$ cat config.mk
export PLATFORM = sky130hd
export DESIGN_NAME = kernel_window_reader_flat
export DESIGN_NICKNAME = d
export VERILOG_FILES = /design/src/rtl/kernel_window_reader_if.sv /design/src/rtl/kernel_window_reader.sv /design/src/flat_wrapper.sv
export SDC_FILE = /design/constraint.sdc
export NUM_CORES = 1
export LEC_CHECK = 0
export BUFFER_PORTS_ARGS = -buffer_cell sky130_fd_sc_hd__buf_2
export CAP_MARGIN = 20
export CORE_MARGIN = 2
export CORE_UTILIZATION = 45
export DETAILED_ROUTE_END_ITERATION = 8
export GPL_TIMING_DRIVEN = 0
export PLACE_DENSITY = 0.73
export SYNTH_ARGS = -nofsm -noshare
export SYNTH_HDL_FRONTEND = slang
export SYNTH_SLANG_ARGS = --single-unit
$ cat constraint.sdc
create_clock -name clk -period 4.85 [get_ports clk]
set_input_delay 0.97 -clock clk [delete_from_list [all_inputs] [get_ports clk]]
set_output_delay 0.97 -clock clk [all_outputs]
set_load 0.03 [all_outputs]
$ cat src/rtl/kernel_window_reader_if.sv
// Stream bundle for the kernel window reader: pixel columns in, KxK windows out.
// The producer/consumer side is the master; the reader itself is the slave.
interface kernel_window_reader_if #(
  parameter int DATA_WIDTH   = 8,
  parameter int KERNEL_WIDTH = 3
);
  logic [KERNEL_WIDTH*DATA_WIDTH-1:0]              in_data;
  logic                                            in_valid;
  logic                                            in_ready;
  logic [KERNEL_WIDTH*KERNEL_WIDTH*DATA_WIDTH-1:0] out_window;
  logic                                            out_valid;
  logic                                            out_ready;
  logic                                            out_border;
  logic                                            out_last;
  logic                                            frame_done;

  modport master (
    output in_data, in_valid, out_ready,
    input  in_ready, out_window, out_valid, out_border, out_last, frame_done
  );

  modport slave (
    input  in_data, in_valid, out_ready,
    output in_ready, out_window, out_valid, out_border, out_last, frame_done
  );
endinterface

$ cat src/rtl/kernel_window_reader.sv
// Shifts line-buffer pixel columns into a KxK window and tags each emitted window
// with row-wrap border and end-of-frame flags from its own column/row counters.
//
// state    | meaning
// S_IDLE   | waiting for the first column of a frame
// S_ACTIVE | streaming columns, one window per accepted column
// S_DRAIN  | last column taken; input blocked until the last window leaves
module kernel_window_reader #(
  parameter int DATA_WIDTH   = 8,
  parameter int IMG_WIDTH    = 854,
  parameter int IMG_HEIGHT   = 480,
  parameter int KERNEL_WIDTH = 3
) (
  input logic                   clk,
  input logic                   rst,
  kernel_window_reader_if.slave bus
);
  localparam int K  = KERNEL_WIDTH;
  localparam int DW = DATA_WIDTH;
  localparam int CW = $clog2(IMG_WIDTH);
  localparam int RW = $clog2(IMG_HEIGHT);
  localparam logic [CW-1:0] COL_LAST   = CW'(IMG_WIDTH - 1);
  localparam logic [CW-1:0] COL_BORDER = CW'(K - 1);
  localparam logic [RW-1:0] ROW_LAST   = RW'(IMG_HEIGHT - K);

  typedef enum logic [1:0] {S_IDLE, S_ACTIVE, S_DRAIN} state_t;

  state_t                  state;
  logic [CW-1:0]           col_cnt;
  logic [RW-1:0]           row_cnt;
  logic [DW-1:0]           win      [K][K];
  logic [DW-1:0]           win_next [K][K];
  logic [K*K*DW-1:0]       win_flat;
  logic [K*K*DW-1:0]       out_window_q;
  logic                    out_valid_q;
  logic                    out_border_q;
  logic                    out_last_q;
  logic                    frame_done_q;
  logic                    in_ready_c;
  logic                    accept;
  logic                    xfer;
  logic                    col_end;
  logic                    row_end;

  assign in_ready_c = (state != S_DRAIN) && (!out_valid_q || bus.out_ready);
  assign accept     = bus.in_valid && in_ready_c;
  assign xfer       = out_valid_q && bus.out_ready;
  assign col_end    = (col_cnt == COL_LAST);
  assign row_end    = (row_cnt == ROW_LAST);

  // win is indexed [row][col]; col 0 is the oldest column
  always_comb begin
    win_flat = '0;
    for (int r = 0; r < K; r++) begin
      for (int c = 0; c < K - 1; c++) begin
        win_next[r][c] = win[r][c+1];
      end
      win_next[r][K-1] = bus.in_data[r*DW +: DW];
      for (int c = 0; c < K; c++) begin
        win_flat[(r*K+c)*DW +: DW] = win_next[r][c];
      end
    end
  end

  always_ff @(posedge clk) begin
    if (rst) begin
      state        <= S_IDLE;
      col_cnt      <= '0;
      row_cnt      <= '0;
      out_window_q <= '0;
      out_valid_q  <= 1'b0;
      out_border_q <= 1'b0;
      out_last_q   <= 1'b0;
      frame_done_q <= 1'b0;
      for (int r = 0; r < K; r++) begin
        for (int c = 0; c < K; c++) begin
          win[r][c] <= '0;
        end
      end
    end else begin
      frame_done_q <= 1'b0;
      if (accept) begin
        win          <= win_next;
        out_window_q <= win_flat;
        out_valid_q  <= 1'b1;
        out_border_q <= (col_cnt < COL_BORDER);
        out_last_q   <= col_end && row_end;
        if (col_end) begin
          col_cnt <= '0;
          row_cnt <= row_end ? '0 : row_cnt + RW'(1);
        end else begin
          col_cnt <= col_cnt + CW'(1);
        end
        if (col_end && row_end) begin
          state <= S_DRAIN;
        end else if (state == S_IDLE) begin
          state <= S_ACTIVE;
        end
      end else if (xfer) begin
        out_valid_q <= 1'b0;
        if (state == S_DRAIN) begin
          state        <= S_IDLE;
          frame_done_q <= 1'b1;
        end
      end
    end
  end

  assign bus.in_ready   = in_ready_c;
  assign bus.out_window = out_window_q;
  assign bus.out_valid  = out_valid_q;
  assign bus.out_border = out_border_q;
  assign bus.out_last   = out_last_q;
  assign bus.frame_done = frame_done_q;
endmodule

$ cat src/flat_wrapper.sv
// flat-port wrapper written by rule: the top's interface ports become plain ports
module kernel_window_reader_flat 
#(
  parameter int DATA_WIDTH   = 8,
  parameter int IMG_WIDTH    = 854,
  parameter int IMG_HEIGHT   = 480,
  parameter int KERNEL_WIDTH = 3
)
  (clk, rst, bus_in_data, bus_in_valid, bus_out_ready, bus_in_ready, bus_out_window, bus_out_valid, bus_out_border, bus_out_last, bus_frame_done);
  kernel_window_reader_if #(.DATA_WIDTH(DATA_WIDTH), .KERNEL_WIDTH(KERNEL_WIDTH)) bus_i ();
  input logic clk;
  input logic rst;
  input wire logic [$bits(bus_i.in_data)-1:0] bus_in_data;
  input wire logic [$bits(bus_i.in_valid)-1:0] bus_in_valid;
  input wire logic [$bits(bus_i.out_ready)-1:0] bus_out_ready;
  output wire logic [$bits(bus_i.in_ready)-1:0] bus_in_ready;
  output wire logic [$bits(bus_i.out_window)-1:0] bus_out_window;
  output wire logic [$bits(bus_i.out_valid)-1:0] bus_out_valid;
  output wire logic [$bits(bus_i.out_border)-1:0] bus_out_border;
  output wire logic [$bits(bus_i.out_last)-1:0] bus_out_last;
  output wire logic [$bits(bus_i.frame_done)-1:0] bus_frame_done;
  assign bus_i.in_data = bus_in_data;
  assign bus_i.in_valid = bus_in_valid;
  assign bus_i.out_ready = bus_out_ready;
  assign bus_in_ready = bus_i.in_ready;
  assign bus_out_window = bus_i.out_window;
  assign bus_out_valid = bus_i.out_valid;
  assign bus_out_border = bus_i.out_border;
  assign bus_out_last = bus_i.out_last;
  assign bus_frame_done = bus_i.frame_done;
  kernel_window_reader #(.DATA_WIDTH(DATA_WIDTH), .IMG_WIDTH(IMG_WIDTH), .IMG_HEIGHT(IMG_HEIGHT), .KERNEL_WIDTH(KERNEL_WIDTH)) u_core (.clk(clk), .rst(rst), .bus(bus_i));
endmodule
Word-level counts from Yosys, hierarchy flattened
Cells that the tools add are included.
{ "totals": {"regBits": 145, "latch_bits": 0, "ram_bits": 0, "rom_bits": 0, "elab_cells": 45, "n_memories": 0} }
{ "op_classes": {"add_sub_neg": 2, "mul": 0, "n_div": 0, "order_cmp": 1, "eq_ne": 5, "shifts": 0, "muxes": 10, "bitwise": 1, "reduce_logical": 12} }
{ "op_table": {"columns": ["op", "count"], "rows": [
  ["$add A10 B1 Y10 const B", 1],
  ["$eq A10 B10 Y1 const B", 1],
  ["$lt A10 B2 Y1 const B", 1],
  ["$mux W10", 1],
  ["$mux W2", 5],
  ["$add A9 B1 Y9 const B", 1],
  ["$eq A9 B9 Y1 const B", 1],
  ["$mux W9", 1],
  ["$logic_and A1 B1 Y1", 4],
  ["$reduce_bool A2 Y1", 2],
  ["$mux W1", 3],
  ["$ne A3 B3 Y1 const B", 1],
  ["$reduce_and A3 Y1", 1],
  ["$reduce_or A3 Y1", 1],
  ["$eq A2 B2 Y1 const B", 1],
  ["$logic_not A2 Y1", 1],
  ["$ne A2 B2 Y1 const B", 1],
  ["$reduce_and A2 Y1", 1],
  ["$logic_not A1 Y1", 1],
  ["$logic_or A1 B1 Y1", 1],
  ["$not A1 Y1", 1]
]} }

Longest topological paths before layout
Gate-level depths: netlist of the first run.
{ "depth": {"word_depth": 6, "mapped_depth": 8, "ltp_nobuf": 6} }

Worst setup path before layout of the first run
OpenSTA, ideal clock, no wires.
{ "synth_timing": {"kind": "input to output", "from": "input port bus_out_ready", "to": "output port bus_in_ready", "t_arrival_ps": 1466, "required_time_ps": 3880, "slack_ps": 2414, "stages": 2, "n_path_buf": 0, "path_cell_list": "nor2b_1 -> nor2_1"} }
{ "synth_between": {"elab_chain_cells": 2} }
{ "synth_lines": {"columns": ["element", "line", "text"], "rows": [
  ["start: declaration", "flat_wrapper.sv:15", "input wire logic [$bits(bus_i.out_ready)-1:0] bus_out_ready;"],
  ["$logic_or A1 B1 Y1", "kernel_window_reader.sv:45", "assign in_ready_c = (state != S_DRAIN) && (!out_valid_q || bus.out_ready);"],
  ["$logic_and A1 B1 Y1", "kernel_window_reader.sv:45", null],
  ["end: declaration", "flat_wrapper.sv:16", "output wire logic [$bits(bus_i.in_ready)-1:0] bus_in_ready;"]
]} }
No other way between the ends.

Final worst setup path of the first run
Ends and elaborated chain as after synthesis.

==> parameters.txt, run 1 <==
Parameter                              Value

Yosys
  Number of warnings reported in the yosys synthesis log    0
  Share of Yosys cell area claimed by the top area cell type    51.1%
  Predominant post-synthesis flop cell    sky130_fd_sc_hd__dfxtp_1
  Sequential-to-total area share from yosys stat    roughly half
  Ys async rst share    0%
  Synth Net Count    498
  #FFs+latches synth    slightly below 100
  Mapped Area    around 3800 µm²
  Number of enable-type register cells in the synthesized netlist    0
  Library cell occupying the most area in the post-synthesis netlist    sky130_fd_sc_hd__dfxtp_1
  Syn Area/Cell    8.16 µm²
  Number of distinct standard cells referenced by the synthesized netlist    44
  Area contributors post-synth    sky130_fd_sc_hd__dfxtp_1, sky130_fd_sc_hd__nand2_1, sky130_fd_sc_hd__a21oi_1
  Top-count cell post-synth    sky130_fd_sc_hd__nand2_1
  Number of cells produced by synthesis    466
  Most frequent cells after synthesis    sky130_fd_sc_hd__nand2_1, sky130_fd_sc_hd__dfxtp_1, sky130_fd_sc_hd__a21oi_1

Final layout
  Fraction of final layout cells with drive strength greater than 1    between 20% and 30%
  Relative area change from synthesis to final layout    22.1%
  Area of all placed cells without fillers    ~4600 µm²
  Diodes inserted    0
  Fill count    ~800
  Final net count    between 600 and 700
  Core Util, Final    ~56%

Timing
  Worst hold slack    460 ps
  Setup clock skew after layout    ~9.6 ps
  Final-report setup violation count    0
  RSZ-0062 raised after global routing    false
  Hold violation total from the final report    0
  Relative slew margins    between 40% and 50%
  Total negative setup slack    0 ps
  Final-report max-slew violation count    0
  Tmin final    2680 ps
  Transition time at the pin with the least slew margin    roughly 800 ps
  Final Cycle Share    55.2%
  Fmax    0.373 GHz

Routing
  Highest metal layer with signal wires    met4
  Met3 wire length    between 500 and 600 µm
  Number of remaining DRC errors    0
  Routed length per placed instance    ~14 µm
  Final WL    9460 µm
  Initial drt markers    around 170
  Met2 wirelength from detailed routing    about 4500 µm
  Total iterations of the first detailed-routing run    4
  Per-cell via count in the routed design    around 5.2
  Total number of vias    roughly 3,600
  Routed metal-1 wire length    roughly 4200 µm
  Antenna-violating nets left    0

Placed design
  Count of port buffers added during placement    103
  Final GP Congestion    approximately 0.9
  Post-placement cell area    roughly 4400 µm²
  HPWL after DPL    around 6900 µm

Clock network
  Max H-tree Level    3
  Number of buffers created by CTS    9
  Clock tree from TritonCTS    done
  Worst-path clk slew    approximately 90 ps
  Count of buffers added by post-CTS timing repair for setup    0
  Post-cts hold buffer count    0
  Clk_lat worst skew    about 360 ps
  CTS sink cnt    a little under 100
  Longest Clk Path Bufs    2
  Cts repair resizes    0
  Clock root cell    sky130_fd_sc_hd__clkbuf_8

Worst setup path
  Critical path peak fanout    6
  Required time worst endpoint    3880 ps
  Class of the most critical setup path    primary input to output pin
  Worst Setup End Kind    output pin
  Startpoint kind of the worst setup timing path    primary input
  Data arrival at the endpoint of the critical path    about 1700 ps

Pwr
  Power per standard cell area    332 nW/µm²
  Net Sw Power    428 µW
  Worst IR Drop VDD    0.000233 V
  Standby leakage power    1.91 nW
  Pwr Total    ~1.5 mW
  Power share of the clock group    between 30% and 40%
  Internal portion of total power    roughly 1.1 mW
  Proportion of total power due to net switching    between 20% and 30%
  Sequential share of power    54.7%
  Combinational cell fraction of total power    between 10% and 20%

GRT
  GR Overflow Total    0
  Global Route Usage Sum    roughly a fifth
  Wire length of the first global-routing pass    about 15,000 µm
  Initial antenna violation count    0
  Largest net degree at the start of global routing    17
  Via count of the first global-routing pass    roughly 3,300

Outcome
  Result of the run    finished, final reports clean

Flow run
  Max-cap violations    0

Floorplan
  Number of rows in the core area    33
  Y dimension of the die    around 96 µm
  Number of top-level design ports    around 110
  Width of the die    95.9 µm
  Effective utilization at floorplan    about 46%
  Die Footprint    between 9000 and 10,000 µm²
  Core ar.    8220 µm²

Worst hold path
  Kind of path behind the tightest hold check    flop to flop
-- final cells by class --
| cell class | instances | area, µm² | share of cell area [%] |
|---|---|---|---|
| flip-flops and latches | 97 | 1940 | 41.8 |
| multi-input cells | 331 | 1700 | 36.6 |
| repair buffers | 103 | 515 | 11.1 |
| plain buffers | 32 | 139 | 2.99 |
| well taps | 105 | 131 | 2.83 |
| clock buffers | 10 | 128 | 2.75 |
| clock inverters | 6 | 65.1 | 1.40 |
| inverters | 6 | 22.5 | 0.485 |
-- power by group through the flow --
stage	clock network [mW]	registers [mW]	logic (mW)
CTS	0.535	0.842	0.177
detailed placement	0	0.860	0.176
global route	0.569	0.846	0.193
global placement	0	0.859	0.173
floorplan	0	0.902	0.0728
finish	0.523	0.842	0.175
-- cell families (layout without fill, tap and decap cells) --
kind of cell	Yosys count	in the layout	share of synthesized area, %
adder cells (fa/ha/maj)	4	4	1.32
buffers and inverters	38	157	4.24
flip-flops	97	97	51.1
multiplexers	1	1	0.263
AND/OR/NAND/NOR	210	210	25.9
AO/OA/AOI/OAI	111	111	16.1
XOR/XNOR	5	5	1.15
-- path summary, 6_finish.rpt --
check                                           from                                  to  slack (ps)  cells after the start
hold / removal    u_core.bus.out_border$_SDFFE_PP0P_  u_core.bus.out_border$_SDFFE_PP0P_         460                      2
setup reg to reg      u_core.col_cnt[4]$_SDFFE_PP0P_      u_core.row_cnt[7]$_SDFFE_PP0P_        2810                      4
setup / recovery                       bus_out_ready                        bus_in_ready        2170                      4
hold reg to reg   u_core.bus.out_border$_SDFFE_PP0P_  u_core.bus.out_border$_SDFFE_PP0P_         460                      2
-- through the flow --
stage	instances	setup slack, ps
3_3_place_gp	674	2190
5_1_grt	690	2100
4_1_cts	690	2170
2_1_floorplan	466	2410
6_report	690	2170
3_5_place_dp	674	2180
-- registers in the layout, indices dropped and copies added, names as in the netlist --
register / cells
u_core.col_cnt: 10
u_core.bus.out_window: 72
u_core.bus.out_valid: 1
u_core.row_cnt: 9
u_core.bus.out_border: 1
u_core.state: 2
u_core.bus.out_last: 1
u_core.bus.frame_done: 1
-- metal layers --
layer  up-vias  global-route usage [%]
met5         -                       0
met4         0                    7.86
met3        15                    5.56
met2       106                    34.4
met1      1628                    27.4
li1       1811                       -
-- layout by cell type (no fill, tap or decap), types with 5 or more instances in the layout --
cell,n
sky130_fd_sc_hd__a21oi_1,86
sky130_fd_sc_hd__buf_1,7
sky130_fd_sc_hd__buf_2,112
sky130_fd_sc_hd__clkbuf_1,16
sky130_fd_sc_hd__clkbuf_8,9
sky130_fd_sc_hd__dfxtp_1,97
sky130_fd_sc_hd__inv_1,6
sky130_fd_sc_hd__nand2_1,151
sky130_fd_sc_hd__nand4_1,5
sky130_fd_sc_hd__nor2_1,9
sky130_fd_sc_hd__o31ai_1,10
sky130_fd_sc_hd__or4_1,8
-- worst max-delay path, stage by stage --
cell	delay, ps
sky130_fd_sc_hd__buf_2	110
sky130_fd_sc_hd__nor2b_1	350
sky130_fd_sc_hd__nor2_1	90
sky130_fd_sc_hd__buf_2	190
Note: power is estimated with default switching activity, not from simulation.
==> run 2: changes to the inputs <==
--- a/config.mk
+++ b/config.mk
@@ -5,6 +5,7 @@
 export SDC_FILE = /design/constraint.sdc
 export NUM_CORES = 1
 export LEC_CHECK = 0
+export ABC_AREA = 1
 export BUFFER_PORTS_ARGS = -buffer_cell sky130_fd_sc_hd__buf_2
 export CAP_MARGIN = 20
 export CORE_MARGIN = 2
==> constraint.sdc (replaced) <==
create_clock -name clk -period 2.6 [get_ports clk]
set_input_delay 0.52 -clock clk [delete_from_list [all_inputs] [get_ports clk]]
set_output_delay 0.52 -clock clk [all_outputs]
set_load 0.03 [all_outputs]
==> run 2 against run 1 <==
Compared with the run above:
- sequential share of layout area down 1.4 points
- global-route usage down 1.3 points
- final cell count up 8.7%
- critical path depth unchanged
- setup slack worse by 1200 ps
- sequential cell count unchanged
- via count up 2.8%
- synthesized cell count up 13%
- final area up 3.4%
- critical path type is now flop to output pin
- highest routed layer unchanged
==> parameters.txt, run 2 <==
Parameter                              Value

GRT
  Largest net degree at the start of global routing    17
  Global Route Usage Sum    between 20% and 30%
  Initial antenna violation count    0
  Wire length of the first global-routing pass    between 15,000 and 20,000 µm
  Via count of the first global-routing pass    3,462
  GR Overflow Total    0

Routing
  Per-cell via count in the routed design    around 5
  Total iterations of the first detailed-routing run    4
  Total number of vias    between 3,000 and 4,000
  Final WL    roughly 9300 µm
  Number of remaining DRC errors    0
  Antenna-violating nets left    0
  Initial drt markers    approximately 140
  Routed length per placed instance    12.4 µm

Yosys
  Number of warnings reported in the yosys synthesis log    0
  Syn Area/Cell    roughly 7.5 µm²
  Synth Net Count    roughly 560
  Library cell occupying the most area in the post-synthesis netlist    sky130_fd_sc_hd__dfxtp_1
  XOR/XNOR Fraction of Synth Area    less than 1%
  Number of distinct standard cells referenced by the synthesized netlist    30
  Mapped Area    approximately 3900 µm²
  Combinational family with the most area after synthesis    simple AND/OR/NAND/NOR gates
  Area fraction in and, or, nand and nor cells after synthesis    between 20% and 30%
  Number of enable-type register cells in the synthesized netlist    0
  Share of Yosys cell area claimed by the top area cell type    around half
  Sequential-to-total area share from yosys stat    about half
  #FFs+latches synth    97
  Top-count cell post-synth    sky130_fd_sc_hd__nand2_1
  Post-synthesis mux area share    0%
  Predominant post-synthesis flop cell    sky130_fd_sc_hd__dfxtp_1
  Most frequent cells after synthesis    sky130_fd_sc_hd__nand2_1, sky130_fd_sc_hd__dfxtp_1, sky130_fd_sc_hd__a21oi_1
  Area contributors post-synth    sky130_fd_sc_hd__dfxtp_1, sky130_fd_sc_hd__nand2_1, sky130_fd_sc_hd__a21oi_1
  Ys async rst share    0%
  Adder-cell share of the synthesized area    around 1.3%
  Compound-gate portion of the synthesized area    12.4%
  Number of cells produced by synthesis    roughly 530

Timing
  Relative slew margins    60.2%
  Setup clock skew after layout    between 8 and 9 ps
  Final-report setup violation count    0
  Fmax    between 0.5 and 0.6 GHz
  Tmin final    between 1500 and 2000 ps
  Hold violation total from the final report    0
  RSZ-0062 raised after global routing    false
  Least setup slack across all paths after layout    a little over 900 ps
  Final-report max-slew violation count    0
  Worst hold slack    404 ps
  Total negative setup slack    0 ps
  Final Cycle Share    about 64%
  Transition time at the pin with the least slew margin    ~600 ps

Final layout
  Flip-flop count of the largest register after layout    between 70 and 80
  Leading cell types in the layout, fill and taps excluded    sky130_fd_sc_hd__nand2_1, sky130_fd_sc_hd__buf_2, sky130_fd_sc_hd__dfxtp_1
  Core Util, Final    between 50% and 60%
  Relative area change from synthesis to final layout    21.9%
  Fill count    840
  Diodes inserted    0
  Area of the multi-input gates    roughly 1700 µm²
  Final net count    around 670
  Fraction of final layout cells with drive strength greater than 1    23.5%
  Most common cell after layout, fill and taps aside    sky130_fd_sc_hd__nand2_1
  Storage cell area    1940 µm²

Placed design
  Pre-CTS WS    ~740 ps
  HPWL after DPL    around 7000 µm
  Count of port buffers added during placement    between 100 and 150
  Final GP Congestion    just under 0.9

Worst setup path
  Class of the most critical setup path    flop to output pin
  Critical path peak fanout    4
  Startpoint kind of the worst setup timing path    flop
  Data arrival at the endpoint of the critical path    between 1000 and 1500 ps
  Worst Setup End Kind    output pin
  Required time worst endpoint    approximately 2100 ps

Pwr
  Sequential share of power    roughly 53%
  Power per standard cell area    ~620 nW/µm²
  Standby leakage power    2.10 nW
  Proportion of total power due to net switching    between 20% and 30%
  Worst IR Drop VDD    about 0.00036 V
  Net Sw Power    792 µW
  Combinational cell fraction of total power    between 10 and 15%
  Pwr Total    2.97 mW
  Power share of the clock group    35.7%
  Internal portion of total power    2.18 mW

Clock network
  Cts repair resizes    0
  CTS sink cnt    between 90 and 100
  Clk_lat worst skew    ~350 ps
  Number of buffers created by CTS    9
  Clock tree from TritonCTS    done
  Count of buffers added by post-CTS timing repair for setup    0
  Post-cts hold buffer count    0
  Worst-path clk slew    100 ps
  Longest Clk Path Bufs    2
  Max H-tree Level    3
  Clock root cell    sky130_fd_sc_hd__clkbuf_8

Flow run
  Max-cap violations    0

Floorplan
  Number of rows in the core area    34
  Effective utilization at floorplan    45.8%
  Core ar.    about 8600 µm²
  Width of the die    between 90 and 100 µm
  Die Footprint    9510 µm²
  Y dimension of the die    a little under 100 µm
  Number of top-level design ports    105

Outcome
  Result of the run    finished, final reports clean

Worst hold path
  Kind of path behind the tightest hold check    primary input to flop
run 2: critical path, stage by stage, from the launching register on:
cell                      delay (ps)
sky130_fd_sc_hd__dfxtp_1         450
sky130_fd_sc_hd__nand2_4         100
sky130_fd_sc_hd__nand2_1          60
sky130_fd_sc_hd__inv_1            30
sky130_fd_sc_hd__buf_2           170
run 2: power groups by stage:
| stage | clock network [mW] | logic, mW | registers, mW |
|---|---|---|---|
| after floorplan | 0 | 0.154 | 1.68 |
| after global placement | 0 | 0.337 | 1.60 |
| after detailed placement | 0 | 0.344 | 1.60 |
| after CTS | 1.09 | 0.344 | 1.57 |
| after global routing | 1.14 | 0.375 | 1.58 |
| final | 1.06 | 0.342 | 1.57 |
run 2: cells by family after synthesis:
group | count (synthesis)
AND/OR/NAND/NOR | 260
flip-flops | 97
AO/OA/AOI/OAI | 96
buffers and inverters | 64
XOR/XNOR | 4
adder cells (fa/ha/maj) | 4
run 2: layout make-up:
class                   count  share of cell area [%]
plain buffers              26                    3.18
clock buffers               9                    2.58
clock inverters             5                    1.80
inverters                  38                    2.97
multi-input cells         364                    35.4
flip-flops and latches     97                    40.5
well taps                 108                    2.82
repair buffers            103                    10.7
run 2: worst paths after layout:
| check | cells past startpoint | start | slack (ps) | end |
|---|---|---|---|---|
| setup / recovery | 4 | u_core.bus.out_valid$_SDFFE_PP0P_ | 930 | bus_in_ready |
| hold / removal | 3 | bus_in_data[21] | 400 | u_core.bus.out_window[69]$_SDFFE_PP0P_ |
| setup reg to reg | 8 | u_core.col_cnt[0]$_SDFFE_PP0P_ | 1080 | u_core.row_cnt[0]$_SDFFE_PP0P_ |
| hold reg to reg | 2 | u_core.bus.out_window[50]$_SDFFE_PP0P_ | 460 | u_core.bus.out_window[50]$_SDFFE_PP0P_ |
run 2: per-layer routing:
layer | GRT usage, % | part of all wire (%)
met1 | 25.2 | 46
met2 | 34.5 | 48
met3 | 4.24 | 5.5
met4 | 5.77 | 0.88
met5 | 0 | 0
run 2: stage by stage:
| stage | area, µm² | instances |
|---|---|---|
| floorplan | 3940 | 525 |
| global placement | 4590 | 736 |
| finish | 4800 | 750 |
| global route | 4800 | 750 |
| detailed placement | 4590 | 736 |
| CTS | 4800 | 750 |
==> run 3: changes to the inputs <==
--- a/config.mk
+++ b/config.mk
@@ -5,7 +5,7 @@
 export SDC_FILE = /design/constraint.sdc
 export NUM_CORES = 1
 export LEC_CHECK = 0
-export ABC_AREA = 1
+export ABC_AREA = 0
 export BUFFER_PORTS_ARGS = -buffer_cell sky130_fd_sc_hd__buf_2
 export CAP_MARGIN = 20
 export CORE_MARGIN = 2
==> constraint.sdc (replaced) <==
create_clock -name clk -period 1.63 [get_ports clk]
set_input_delay 0.326 -clock clk [delete_from_list [all_inputs] [get_ports clk]]
set_output_delay 0.326 -clock clk [all_outputs]
set_load 0.03 [all_outputs]
==> run 3 against run 2 <==
Compared with the run above:
- critical path type is now flop to flop
- the run now ends with negative setup slack left
- critical path depth up 1
- register-to-register slack worse by 1100 ps
- combinational power up 71%
- sequential power up 59%
- power up 57%
- clock skew down 1.4 ps
==> parameters.txt, run 3 (synthesis gave the netlist of run 1 again) <==
Parameter                              Value

Outcome
  Result of the run    finished, violations left
  Failing checks    negative setup slack

Timing
  Final-report setup violation count    5
  Worst hold slack    181 ps
  Total negative setup slack    -147 ps
  Tmin final    approximately 1700 ps
  Fmax    roughly 0.59 GHz
  Final-report max-slew violation count    0
  Setup clock skew after layout    approximately 7.5 ps
  Final Cycle Share    104%
  Transition time at the pin with the least slew margin    486 ps
  RSZ-0062 raised after global routing    true
  Hold violation total from the final report    0
  Relative slew margins    between 60% and 70%
  Least setup slack across all paths after layout    -57.7 ps

Clock network
  Longest Clk Path Bufs    2
  Clock root cell    sky130_fd_sc_hd__clkbuf_8
  Clk_lat worst skew    about 370 ps
  Clock tree from TritonCTS    done
  Max H-tree Level    3
  CTS sink cnt    between 90 and 100
  Number of buffers created by CTS    9
  Worst-path clk slew    around 100 ps

Floorplan
  Width of the die    95.9 µm
  Effective utilization at floorplan    46.3%
  Core ar.    8220 µm²
  Die Footprint    9200 µm²
  Number of top-level design ports    between 100 and 150
  Y dimension of the die    95.9 µm
  Number of rows in the core area    33

Pwr
  Worst IR Drop VDD    approximately 0.00070 V
  Proportion of total power due to net switching    around 28%
  Sequential share of power    a little over half
  Pwr Total    approximately 4.7 mW
  Power per standard cell area    around 930 nW/µm²
  Combinational cell fraction of total power    around an eighth
  Power share of the clock group    approximately 34%
  Net Sw Power    about 1.3 mW
  Standby leakage power    between 2 and 2.5 nW
  Internal portion of total power    3.35 mW

Final layout
  Core Util, Final    61.0%
  Area of all placed cells without fillers    roughly 5000 µm²
  Relative area change from synthesis to final layout    31.8%
  Flip-flop count of the largest register after layout    72
  Final cell count without fillers    around 710
  Fraction of final layout cells with drive strength greater than 1    roughly a third
  Leading cell types in the layout, fill and taps excluded    sky130_fd_sc_hd__nand2_1, sky130_fd_sc_hd__buf_2, sky130_fd_sc_hd__dfxtp_1
  Diodes inserted    0
  Fill count    734
  Final net count    about 630
  Most common cell after layout, fill and taps aside    sky130_fd_sc_hd__nand2_1

Routing
  Total number of vias    approximately 3,700
  Routed length per placed instance    between 10 and 15 µm
  Initial drt markers    249
  Antenna-violating nets left    0
  Total iterations of the first detailed-routing run    4
  Final WL    around 10,000 µm
  Per-cell via count in the routed design    between 5 and 6
  Number of remaining DRC errors    0

Placed design
  Final GP Congestion    0.893
  Pre-CTS WS    -415 ps
  Post-placement cell area    about 4400 µm²
  Count of port buffers added during placement    103
  HPWL after DPL    just under 7000 µm
  Inst Count DP    ~670

Worst setup path
  Count of buffering cells on the critical path with inverters included    1
  Startpoint kind of the worst setup timing path    flop
  Cell at the slowest stage of the critical path    sky130_fd_sc_hd__or4_4
  Worst setup slack for register-to-register paths    -60 ps
  Required time worst endpoint    about 1900 ps
  Path depth of the worst reg2reg path    5
  Worst flop-to-flop path startpoint    u_core.col_cnt[3]$_SDFFE_PP0P_
  Critical path peak fanout    4
  Data arrival at the endpoint of the critical path    between 1500 and 2000 ps
  Family of cells with the greatest summed delay on the critical path    simple AND/OR/NAND/NOR gates
  Worst reg2reg path endpoint    u_core.row_cnt[8]$_SDFFE_PP0P_
  Delay of the slowest cell on the worst path    ~470 ps
  Worst Setup End Kind    flop
  Class of the most critical setup path    flop to flop
  Critical-path cell list    nor3_4 -> nand3_2 -> buf_6 -> or4_4 -> a21oi_2

Worst hold path
  Kind of path behind the tightest hold check    primary input to flop
  Hold Path Origin    bus_in_data[7]
  End of the worst hold path    u_core.bus.out_window[23]$_SDFFE_PP0P_
  Number of cells traversed by the worst hold path    3

GRT
  Global Route Usage Sum    around 22%
  Initial antenna violation count    0
  GR Overflow Total    0
  Wire length of the first global-routing pass    15,800 µm
  Largest net degree at the start of global routing    17
  Via count of the first global-routing pass    about 3,400

Flow run
  Max-cap violations    0
==> run 3: cell count changes in the layout (fill, tap and decap cells not counted), sizes merged, moves of 4 or more <==
| cell | previous run | this run |
|---|---|---|
| nor2 | 29 | 9 |
| o31ai | 1 | 10 |
| nand2 | 194 | 151 |
| or4 | 0 | 8 |
| nand3 | 22 | 5 |
| buf | 120 | 130 |
| clkbuf | 18 | 30 |
| and4 | 0 | 4 |
| and3 | 0 | 4 |
| inv | 40 | 8 |
==> run 3: power by group through the flow <==
stage	Clock, mW	Combinational, mW	Sequential, mW
floorplan	0	0.217	2.68
global placement	0	0.516	2.56
detailed placement	0	0.523	2.56
CTS	1.59	0.560	2.50
global route	1.69	0.641	2.51
finish	1.58	0.584	2.50
==> run 3: worst max-delay path by stage <==
| stage | start | end | cells past startpoint |
|---|---|---|---|
| after floorplan | u_core.bus.out_valid$_SDFFE_PP0P_ | u_core.bus.out_window[14]$_SDFFE_PP0P_ | 7 |
| after global placement | u_core.col_cnt[4]$_SDFFE_PP0P_ | u_core.row_cnt[7]$_SDFFE_PP0P_ | 4 |
| after detailed placement | u_core.col_cnt[4]$_SDFFE_PP0P_ | u_core.row_cnt[2]$_SDFFE_PP0P_ | 4 |
| after CTS | u_core.state[0]$_SDFFE_PP0P_ | u_core.bus.out_window[29]$_SDFFE_PP0P_ | 8 |
| after global routing | u_core.col_cnt[3]$_SDFFE_PP0P_ | u_core.row_cnt[6]$_SDFFE_PP0P_ | 6 |
| final | u_core.col_cnt[3]$_SDFFE_PP0P_ | u_core.row_cnt[8]$_SDFFE_PP0P_ | 5 |
==> run 3: cell type report <==
cell class	count	area [µm²]	area share, %
Buffer	31	220	4.39
Clock buffer	10	128	2.55
Clock inverter	6	65.1	1.30
Inverter	6	22.5	0.449
Multi-Input combinational cell	331	1840	36.7
Sequential cell	97	1970	39.3
Tap cell	105	131	2.62
Timing Repair Buffer	119	639	12.8
==> run 3: worst min-delay path: stages <==
cell and delay (ps):
sky130_fd_sc_hd__buf_2 100, sky130_fd_sc_hd__nand2_1 40, sky130_fd_sc_hd__a21oi_1 50
==> run 3: what timing repair did <==
item / in CTS / in global routing
pin swaps: 8 / 15
setup buffers: 5 / 11
hold endpoints to repair: 0 / 0
endpoints found under the setup margin: 92 / 90
hold buffers: 0 / 0
resized for setup: 39 / 47
==> run 3: metal layers <==
layer  vias to the layer above  global-route usage, %  wire (µm)
met4                         0                   9.17        199
li1                       1848                      -          -
met5                         -                      0          0
met3                        17                   5.01        612
met1                      1727                   28.2       4420
met2                       110                   35.4       4940
